### config.mk
export PLATFORM = sky130hd
export DESIGN_NAME = sram_like_arbiter
export DESIGN_NICKNAME = d
export VERILOG_FILES = /design/src/rtl/sram_like_arbiter.sv
export SDC_FILE = /design/constraint.sdc
export NUM_CORES = 1
export LEC_CHECK = 0
export ABC_CLOCK_PERIOD_IN_PS = 3900
export BUFFER_PORTS_ARGS = -buffer_cell sky130_fd_sc_hd__buf_4
export CAP_MARGIN = 20
export CORE_AREA = 2 2 120 122
export DETAILED_ROUTE_END_ITERATION = 8
export DIE_AREA = 0 0 122 124
export PLACE_DENSITY_LB_ADDON = 0.05
export SLEW_MARGIN = 10
export SYNTH_ARGS = -nofsm -noshare
export SYNTH_HDL_FRONTEND = slang
export SYNTH_SLANG_ARGS = --single-unit
export TNS_END_PERCENT = 100
### constraint.sdc
create_clock -name clk -period 3.9 [get_ports clk]
set_input_delay 0.39 -clock clk [delete_from_list [all_inputs] [get_ports clk]]
set_output_delay 0.39 -clock clk [all_outputs]
set_load 0.01 [all_outputs]
### src/rtl/sram_like_arbiter.sv
// Two-master (inst / data) to one-slave arbiter for the sram-like protocol.
// One transaction in flight; data has priority unless inst has waited STARVE_LIMIT grants.
module sram_like_arbiter #(
  parameter int STARVE_LIMIT = 4
) (
  input  logic        clk,
  input  logic        rstn,
  input  logic        inst_req,
  input  logic        inst_wr,
  input  logic [1:0]  inst_size,
  input  logic [31:0] inst_addr,
  input  logic [31:0] inst_wdata,
  output logic        inst_addr_ok,
  output logic        inst_data_ok,
  output logic [31:0] inst_rdata,
  input  logic        data_req,
  input  logic        data_wr,
  input  logic [1:0]  data_size,
  input  logic [31:0] data_addr,
  input  logic [31:0] data_wdata,
  output logic        data_addr_ok,
  output logic        data_data_ok,
  output logic [31:0] data_rdata,
  output logic        m_req,
  output logic        m_wr,
  output logic [1:0]  m_size,
  output logic [31:0] m_addr,
  output logic [31:0] m_wdata,
  input  logic        m_addr_ok,
  input  logic        m_data_ok,
  input  logic [31:0] m_rdata,
  output logic        busy,
  output logic        grant_data
);

  localparam logic [3:0] LIMIT = 4'(STARVE_LIMIT);

  typedef enum logic [1:0] {IDLE, ADDR, DATA} state_t;

  state_t     state;
  logic [3:0] starve_cnt;
  logic       idle;
  logic       starved;
  logic       pick_data;
  logic       pick_inst;
  logic       resp_fire;

  // Arbitration is only visible in IDLE and never while reset is asserted.
  assign idle      = rstn && (state == IDLE);
  assign starved   = inst_req && (starve_cnt == LIMIT);
  assign pick_data = idle && data_req && !starved;
  assign pick_inst = idle && inst_req && !pick_data;

  assign inst_addr_ok = pick_inst;
  assign data_addr_ok = pick_data;

  // A response in IDLE is stale (e.g. after a mid-transaction reset) and is dropped.
  assign resp_fire = m_data_ok && (((state == ADDR) && m_addr_ok) || (state == DATA));

  assign inst_data_ok = resp_fire && !grant_data;
  assign data_data_ok = resp_fire && grant_data;
  assign inst_rdata   = inst_data_ok ? m_rdata : 32'h0;
  assign data_rdata   = data_data_ok ? m_rdata : 32'h0;

  always_ff @(posedge clk or negedge rstn) begin
    if (!rstn) begin
      state      <= IDLE;
      starve_cnt <= 4'd0;
      grant_data <= 1'b0;
      busy       <= 1'b0;
      m_req      <= 1'b0;
      m_wr       <= 1'b0;
      m_size     <= 2'd0;
      m_addr     <= 32'h0;
      m_wdata    <= 32'h0;
    end else begin
      case (state)
        IDLE: begin
          if (pick_data || pick_inst) begin
            state      <= ADDR;
            busy       <= 1'b1;
            m_req      <= 1'b1;
            grant_data <= pick_data;
            m_wr       <= pick_data ? data_wr    : inst_wr;
            m_size     <= pick_data ? data_size  : inst_size;
            m_addr     <= pick_data ? data_addr  : inst_addr;
            m_wdata    <= pick_data ? data_wdata : inst_wdata;
            if (pick_data && inst_req)
              starve_cnt <= (starve_cnt == LIMIT) ? LIMIT : starve_cnt + 4'd1;
            else
              starve_cnt <= 4'd0;
          end
        end
        ADDR: begin
          if (m_addr_ok) begin
            m_req <= 1'b0;
            if (m_data_ok) begin
              state <= IDLE;
              busy  <= 1'b0;
            end else begin
              state <= DATA;
            end
          end
        end
        DATA: begin
          if (m_data_ok) begin
            state <= IDLE;
            busy  <= 1'b0;
          end
        end
        default: begin
          state <= IDLE;
          busy  <= 1'b0;
          m_req <= 1'b0;
        end
      endcase
    end
  end

endmodule

==> results of run 1 <==
==> synthesized netlist by cell type (all sizes together) <==
cell type	n
clkbuf	17
buf	33
and3	2
a2111o	1
and3b	1
a211oi	1
and2	66
nand2	120
o211a	1
nand4b	1
ha	5
nand4	47
a21oi	1
mux2	4
dfrtp	76
o22ai	1
nor2b	2
nand3	4
and4b	1
a32o	1
nor3b	1
o21ai	3
nor3	1
o211ai	91
inv	27
a221oi	2
==> repair_timing <==
action / 4_1_cts / 5_1_grt
setup endpoints to repair: 0 / 0
resized for setup: 0 / 0
hold endpoints to repair: 16 / 0
hold buffers: 1 / 0
==> cell families after synthesis <==
logic type / synth area share
and+or+nand+nor: 0.281
buffers and inverters: 0.0804
DFF: 0.421
AOI/OAI and AO/OA: 0.194
muxes: 0.00998
adders and majority gates: 0.0139
==> cell usage in the layout (no fill, tap or decap), drive strengths merged, types with 2 or more instances in the layout <==
cell type,count
buf,317
nand2,120
o211ai,91
dfrtp,76
and2,66
nand4,47
inv,27
clkbuf,12
ha,5
mux2,4
nand3,4
o21ai,3
nor2b,2
a221oi,2
and3,2
==> worst paths after layout <==
path,from,depth (start not counted),end,slack [ps]
min reg2reg,m_wdata[4],2,m_wdata[4],500
min in group asynchronous,rstn,2,starve_cnt[3],530
max reg2reg,state[0],5,m_addr[30],1540
max in group asynchronous,rstn,3,m_wdata[28],2230
min,data_addr[18],3,m_addr[18],310
max,starve_cnt[0],6,data_addr_ok,1120
==> metrics by stage <==
step	utilization	hold WS (ps)	worst slack, ps
global placement	0.501	303	1540
detailed placement	0.501	306	1480
CTS	0.523	296	1150
floorplan	-	94.4	2050
global route	0.524	303	899
finish	0.524	306	1120
==> power by group through the flow <==
| stage | sequential [mW] | clock [mW] | combinational [mW] |
|---|---|---|---|
| final | 1.41 | 0.851 | 2.23 |
| after global routing | 1.45 | 0.913 | 2.44 |
| after CTS | 1.41 | 0.876 | 2.27 |
| after detailed placement | 1.41 | 0 | 2.26 |
| after global placement | 1.41 | 0 | 2.22 |
| after floorplan | 1.54 | 0 | 1.05 |
==> worst reg2reg max path: stages, from the launching register on <==
cell,delay (ps)
dfrtp_1,390
inv_1,90
ha_1,440
nand3_1,710
o211ai_1,440
o211ai_1,140
==> registers in the layout, indices dropped and copies added, names as in the netlist <==
name / flops
m_addr: 32
m_wr: 1
m_wdata: 32
state: 2
starve_cnt: 4
busy: 1
m_size: 2
grant_data: 1
m_req: 1
==> cell type report <==
type / instances / area, um2
Fill cell: 1324 / 6540
Timing Repair Buffer: 318 / 2390
Multi-Input combinational cell: 357 / 2260
Sequential cell: 76 / 1900
Clock buffer: 12 / 256
Tap cell: 180 / 225
Inverter: 27 / 101
Clock inverter: 3 / 46.3
Antenna cell: 1 / 2.50
==> layer usage <==
| metal | GRT usage | routed length, um | vias up |
|---|---|---|---|
| met2 | 0.381 | 8970 | 193 |
| li1 | - | - | 2356 |
| met5 | 0 | 0 | - |
| met4 | 0.0675 | 305 | 0 |
| met3 | 0.0559 | 1410 | 20 |
| met1 | 0.262 | 6540 | 2314 |
==> summary.md, run 1 <==
| Metric | Value |
|---|---|
| Mean post-synth cell area | a little under 9 um2 |
| Mapped Nets | roughly 690 |
| Seq/Total Area, Yosys | 0.421 |
| Htree depth | 3 |
| Vias/cell | around 5.0 |
| Critical path's top delay family | simple AND/OR/NAND/NOR gates |
| CTS Sinks | between 70 and 80 |
| Design Area, Final | around 7000 um2 |
| Setup violators final | 0 |
| Final WL | between 15000 and 20000 um |
| Via count | between 4000 and 5000 |
| Min-Delay Path Class | in -> reg |
| Initial antenna violation count | 1 |
| Placed instance area | between 6000 and 7000 um2 |
| Yosys reg bits | 76 |
| Synth area leader | dfrtp_1 |
| Net count, final | 966 |
| Status | finished clean |
| Worst endpoint data arrival time | 2390 ps |
| GRT Util Overall | 0.217 |
| Crit path time final | about 2800 ps |
| # Post-CTS Setup Buffers | 0 |
| Setup TNS | 0 ps |
| Clock Power Share | 0.190 |
| Clk Latency, worst-skew pair | approximately 330 ps |
| Input/output buffers | about 300 |
| Total Power | 4.49 mW |
| Clock transition at path regs | around 60 ps |
| Leak | about 3.6 nW |
| DRC | 0 |
| Root buf cell | clkbuf_16 |
| Max incr delay on CP | 630 ps |
| Worst slew pin tran | roughly 920 ps |
| Most frequent CP cell | inv_1 |
| Pwr Density | 625 nW/um2 |
| Crit-path cells | inv_1, ha_1, nand4b_2, nand3_2, inv_1, buf_4 |
| Core area | approximately 14000 um2 |
| Critical path required time | approximately 3500 ps |
| Final hold vios | 0 |
| First-pass GRT wire length | roughly 25000 um |
| Top cell type's share of synthesized area | 0.421 |
| Non-Filler Instances | between 900 and 1000 |
| Global placement routability congestion | between 0.7 and 0.8 |
| Post-Syn Instances | 510 |
| Max-Cap Viols | 0 |
| RSZ-0062 raised after global routing | no |
| Die width | approximately 120 um |
| Largest net degree at the start of global routing | 61 |
| Detailed placement HPWL | 12800 um |
| DRT iter0 DRCs | about 280 |
| Max Clock Freq | around 360 MHz |
| Num CTS Buffers | 9 |
| Global route overflow | 0 |
| Avg WL per Cell | between 15 and 20 um |
| CP startpoint kind | flip-flop |
| Initial Utilization | 0.329 |
| Die H | approximately 120 um |
| Max clock buf depth | 2 |
| Sw frac | 0.381 |
| Logic pwr share | 0.497 |
| Reg power frac | 0.314 |
| Slew Viols, Final | 0 |
| Placed Cells | around 960 |
| Net Sw Power | around 1.7 mW |
| IO Pins | 310 |
| Crit path kind | reg -> out |
| Largest cells by area after synthesis | dfrtp_1, o211ai_1, nand2_1, and2_1, nand4_1 |
| Crit end category | primary output |
| Pint | 2.78 mW |
| Setup Skew | 6.63 ps |
| CTS tree | yes |
| Worst slew margin | 0.385 |
| Yosys warnings | 0 |
| Crit share post-route | 0.714 |
| Area grow syn2layout | 59.2% |
| Worst path bufs/invs | 3 |
| Layout cell share with drive strength beyond 1 | 0.459 |
| Pre-antenna DRT Iters | 4 |
| Row count | 43 |
| Die Area | around 15000 um2 |
| Post-route ant nets | 0 |
| Mapped cell area | 4510 um2 |
| Worst Path Max Fanout | 23 |
| Number of global-route vias before repair | about 4600 |
| Maximum VDD drop | roughly 0.26 mV |
| CP max stage cell | nand3_2 |
| Count of unique library cells instantiated by Yosys | 34 |
Power figures use the tool's default switching activity.
==> inputs of run 2 (changes only) <==
- ABC_AREA: unset -> 1
- ABC_CLOCK_PERIOD_IN_PS: 3900 -> 2400
- clock period: 3.9 -> 2.4 ns (I/O delays scaled with it)
==> summary.md, run 2 <==
| Metric | Value |
|---|---|
| IO Pins | 310 (unchanged) |
| Root buf cell | clkbuf_16 |
| Status | finished clean |
| Die width | 122 um (unchanged) |
| Net count, final | 1082 (+12%) |
| Final hold vios | 0 (unchanged) |
| Die Area | 15100 um2 (unchanged) |
| Maximum VDD drop | 0.459 mV (+78%) |
| Asr flop ratio synth | 1.00 (unchanged) |
| DRT iter0 DRCs | 257 (-7.9%) |
| Slew Viols, Final | 0 (unchanged) |
| R2R cell count | 9 (+4) |
| Initial Utilization | 0.307 (-0.0220) |
| Crit path kind | reg -> out |
| CP startpoint kind | flip-flop |
| Design Area, Final | 6980 um2 (-2.8%) |
| DRC | 0 (unchanged) |
| Layout cell share with drive strength beyond 1 | 0.380 (-0.0788) |
| Count leader, synth | nand2_1 |
| Crit path time final | 2140 ps |
| Synth Area in Simple Gates | 0.397 (+0.116) |
| Xor/xnor share of the synthesized area | 0.00208 (+0.00208) |
| Worst Path Max Fanout | 33 (+43%) |
| Setup Skew | 7.28 ps (+0.651 ps) |
| Post-Syn Instances | 605 (+19%) |
| Commonest non-fill, non-tap cell in the layout | buf_4 |
| Top flop regs | m_addr (32), m_wdata (32), starve_cnt (4) |
| Synth Area in Compound Gates | 0.00862 (-0.185) |
| Crit end category | primary output |
| Placed Cells | 1073 (+12%) |
| Mapped cell area | 4210 um2 (-6.7%) |
| Min-Delay Path Class | in -> reg |
| Count of unique library cells instantiated by Yosys | 18 (-47%) |
| Largest cells by area after synthesis | dfrtp_1, nand3_1, nand2_1, inv_1, nor2_1 |
| Global placement routability congestion | 0.790 (+0.41%) |
| Clock transition at path regs | 60 ps (about the same) |
| Initial antenna violation count | 0 (-1) |
| Util after Layout | 0.509 (-0.0145) |
| Vias/cell | 4.61 (-8.1%) |
| Yosys warnings | 0 (unchanged) |
| Pwr Density | 1010 nW/um2 (+62%) |
| Via count | 5021 (+2.8%) |
| Ys flop type | dfrtp_1 |
| Clk Latency, worst-skew pair | 330 ps (about the same) |
| Number of global-route vias before repair | 4626 (+0.19%) |
| Commonest non-fill, non-tap cells in the layout | buf_4, nand2_1, nand3_1 |
| # diodes | 0 (-1) |
| Worst slew margin | 0.513 (+0.128) |
| RSZ-0062 raised after global routing | no |
| GRT Util Overall | 0.203 (-0.0145) |
| Pre-antenna DRT Iters | 7 (+3) |
| Crit share post-route | 0.892 |
| Max-Cap Viols | 0 (unchanged) |
| Mean post-synth cell area | 6.96 um2 (-21%) |
| Synth area leader | dfrtp_1 |
| Mapped Nets | 782 (+14%) |
| Setup TNS | 0 ps (unchanged) |
| Largest net degree at the start of global routing | 59 (-3.3%) |
| R2r setup slk | 590 ps (-950 ps) |
| Global route overflow | 0 (unchanged) |
| CTS tree | yes |
| Yosys reg bits | 76 (unchanged) |
| Die H | 124 um (unchanged) |
| Max clock buf depth | 2 (unchanged) |
| Area grow syn2layout | 65.8% |
| Top cell type's share of synthesized area | 0.452 (+0.0302) |
| Leak | 4.08 nW (+14%) |
| # Post-CTS Setup Buffers | 0 (unchanged) |
| Num CTS Buffers | 9 (unchanged) |
| Largest family of logic cells by synthesized area | simple AND/OR/NAND/NOR gates |
| Synth Area in Adders | 0.0149 (+0.000992) |
| Critical path required time | 2160 ps (-1350 ps) |
| Setup violators final | 0 (unchanged) |
| Input/output buffers | 309 (unchanged) |
| Post-synth EDFFs | 0 (unchanged) |
| Detailed placement HPWL | 12800 um (-0.18%) |
| Htree depth | 3 (unchanged) |
| Post-synth top cells | nand2_1, nand3_1, inv_1, dfrtp_1, nor2_1 |
| Avg WL per Cell | 14.9 um (-16%) |
| Core area | 13700 um2 (unchanged) |
| CTS Sinks | 76 (unchanged) |
| Post-route ant nets | 0 (unchanged) |
| Worst endpoint data arrival time | 1900 ps (-490 ps) |
| Placed instance area | 6670 um2 (-2.9%) |
| Non-Filler Instances | 1090 (+12%) |
| # fillers | 1349 (+1.9%) |
| Worst slew pin tran | 730 ps (-188 ps) |
| Post-synthesis mux area share | 0 (-0.00998) |
| First-pass GRT wire length | 23600 um (-7.4%) |
| Seq/Total Area, Yosys | 0.452 (+0.0302) |
| Max Clock Freq | ~470 MHz |
| Final WL | 16200 um (-5.9%) |
| Row count | 43 (unchanged) |
| Final hold slack | 126 ps (-181 ps) |
| Worst hold path stage count | 3 (unchanged) |
==> run 2: cell count changes after synthesis, moves of 6 or more <==
cell      change
inv_1        +59
nand3_1     +140
buf_2         -6
o211ai_1     -70
and2_1       -64
nor2_1       +67
o211ai_2     -21
nand4_1      -42
nand2_1      +53
==> run 2: logic make-up after synthesis <==
logic type / count (synthesis)
flip-flops: 76
AND/OR/NAND/NOR: 391
XOR/XNOR: 1
adder cells (fa/ha/maj): 5
AO/OA/AOI/OAI: 7
buffers and inverters: 125
==> run 2: where the power goes <==
part	switching, mW	total (mW)	internal [mW]	leakage [nW]
registers	0.379	2.29	1.91	0.924
clock network	0.524	1.35	0.831	0.144
logic	1.82	3.43	1.61	3.01
==> run 2: per-layer routing <==
layer / wire (um) / vias up / part of all wire / GRT usage
met5: 0 / - / 0 / 0
met4: 425 / 0 / 0.026 / 0.0869
met3: 1210 / 27 / 0.075 / 0.0467
met2: 8700 / 198 / 0.54 / 0.381
met1: 5880 / 2326 / 0.36 / 0.217
li1: - / 2470 / - / -
==> run 2: worst max-delay path: stages (launching register included) <==
cell,delay [ps]
dfrtp_1,400
inv_1,90
ha_1,180
inv_1,80
a21oi_1,190
nand2_1,70
buf_4,240
nor2_1,160
buf_4,150
==> run 2: area by class of cell <==
| cell class | instances | area, um2 | area share |
|---|---|---|---|
| clock buffer | 10 | 239 | 0.0342 |
| inverter | 89 | 334 | 0.0478 |
| tap | 180 | 225 | 0.0322 |
| timing repair buffer | 325 | 2440 | 0.350 |
| sequential | 76 | 1900 | 0.272 |
| clock inverter | 6 | 63.8 | 0.00914 |
| multi-input combinational | 404 | 1780 | 0.255 |
==> run 2: stage by stage <==
stage / worst slack (ps) / power (mW)
after floorplan: 810 / 3.97
after detailed placement: 603 / 5.78
after global routing: 125 / 7.59
final: 258 / 7.07
after CTS: 268 / 7.17
after global placement: 672 / 5.74
==> run 2: repair_timing <==
action / 4_1_cts / 5_1_grt
resized for setup: 0 / 0
hold buffers: 1 / 0
hold endpoints to repair: 18 / 0
==> run 2: worst paths after layout <==
path | to | startpoint
setup / recovery | inst_rdata[13] | state[0]
hold / removal | m_addr[31] | data_addr[31]
setup reg to reg | m_addr[13] | state[0]
hold reg to reg | m_req | m_req
max in group asynchronous | m_addr[3] | rstn
min in group asynchronous | state[1] | rstn
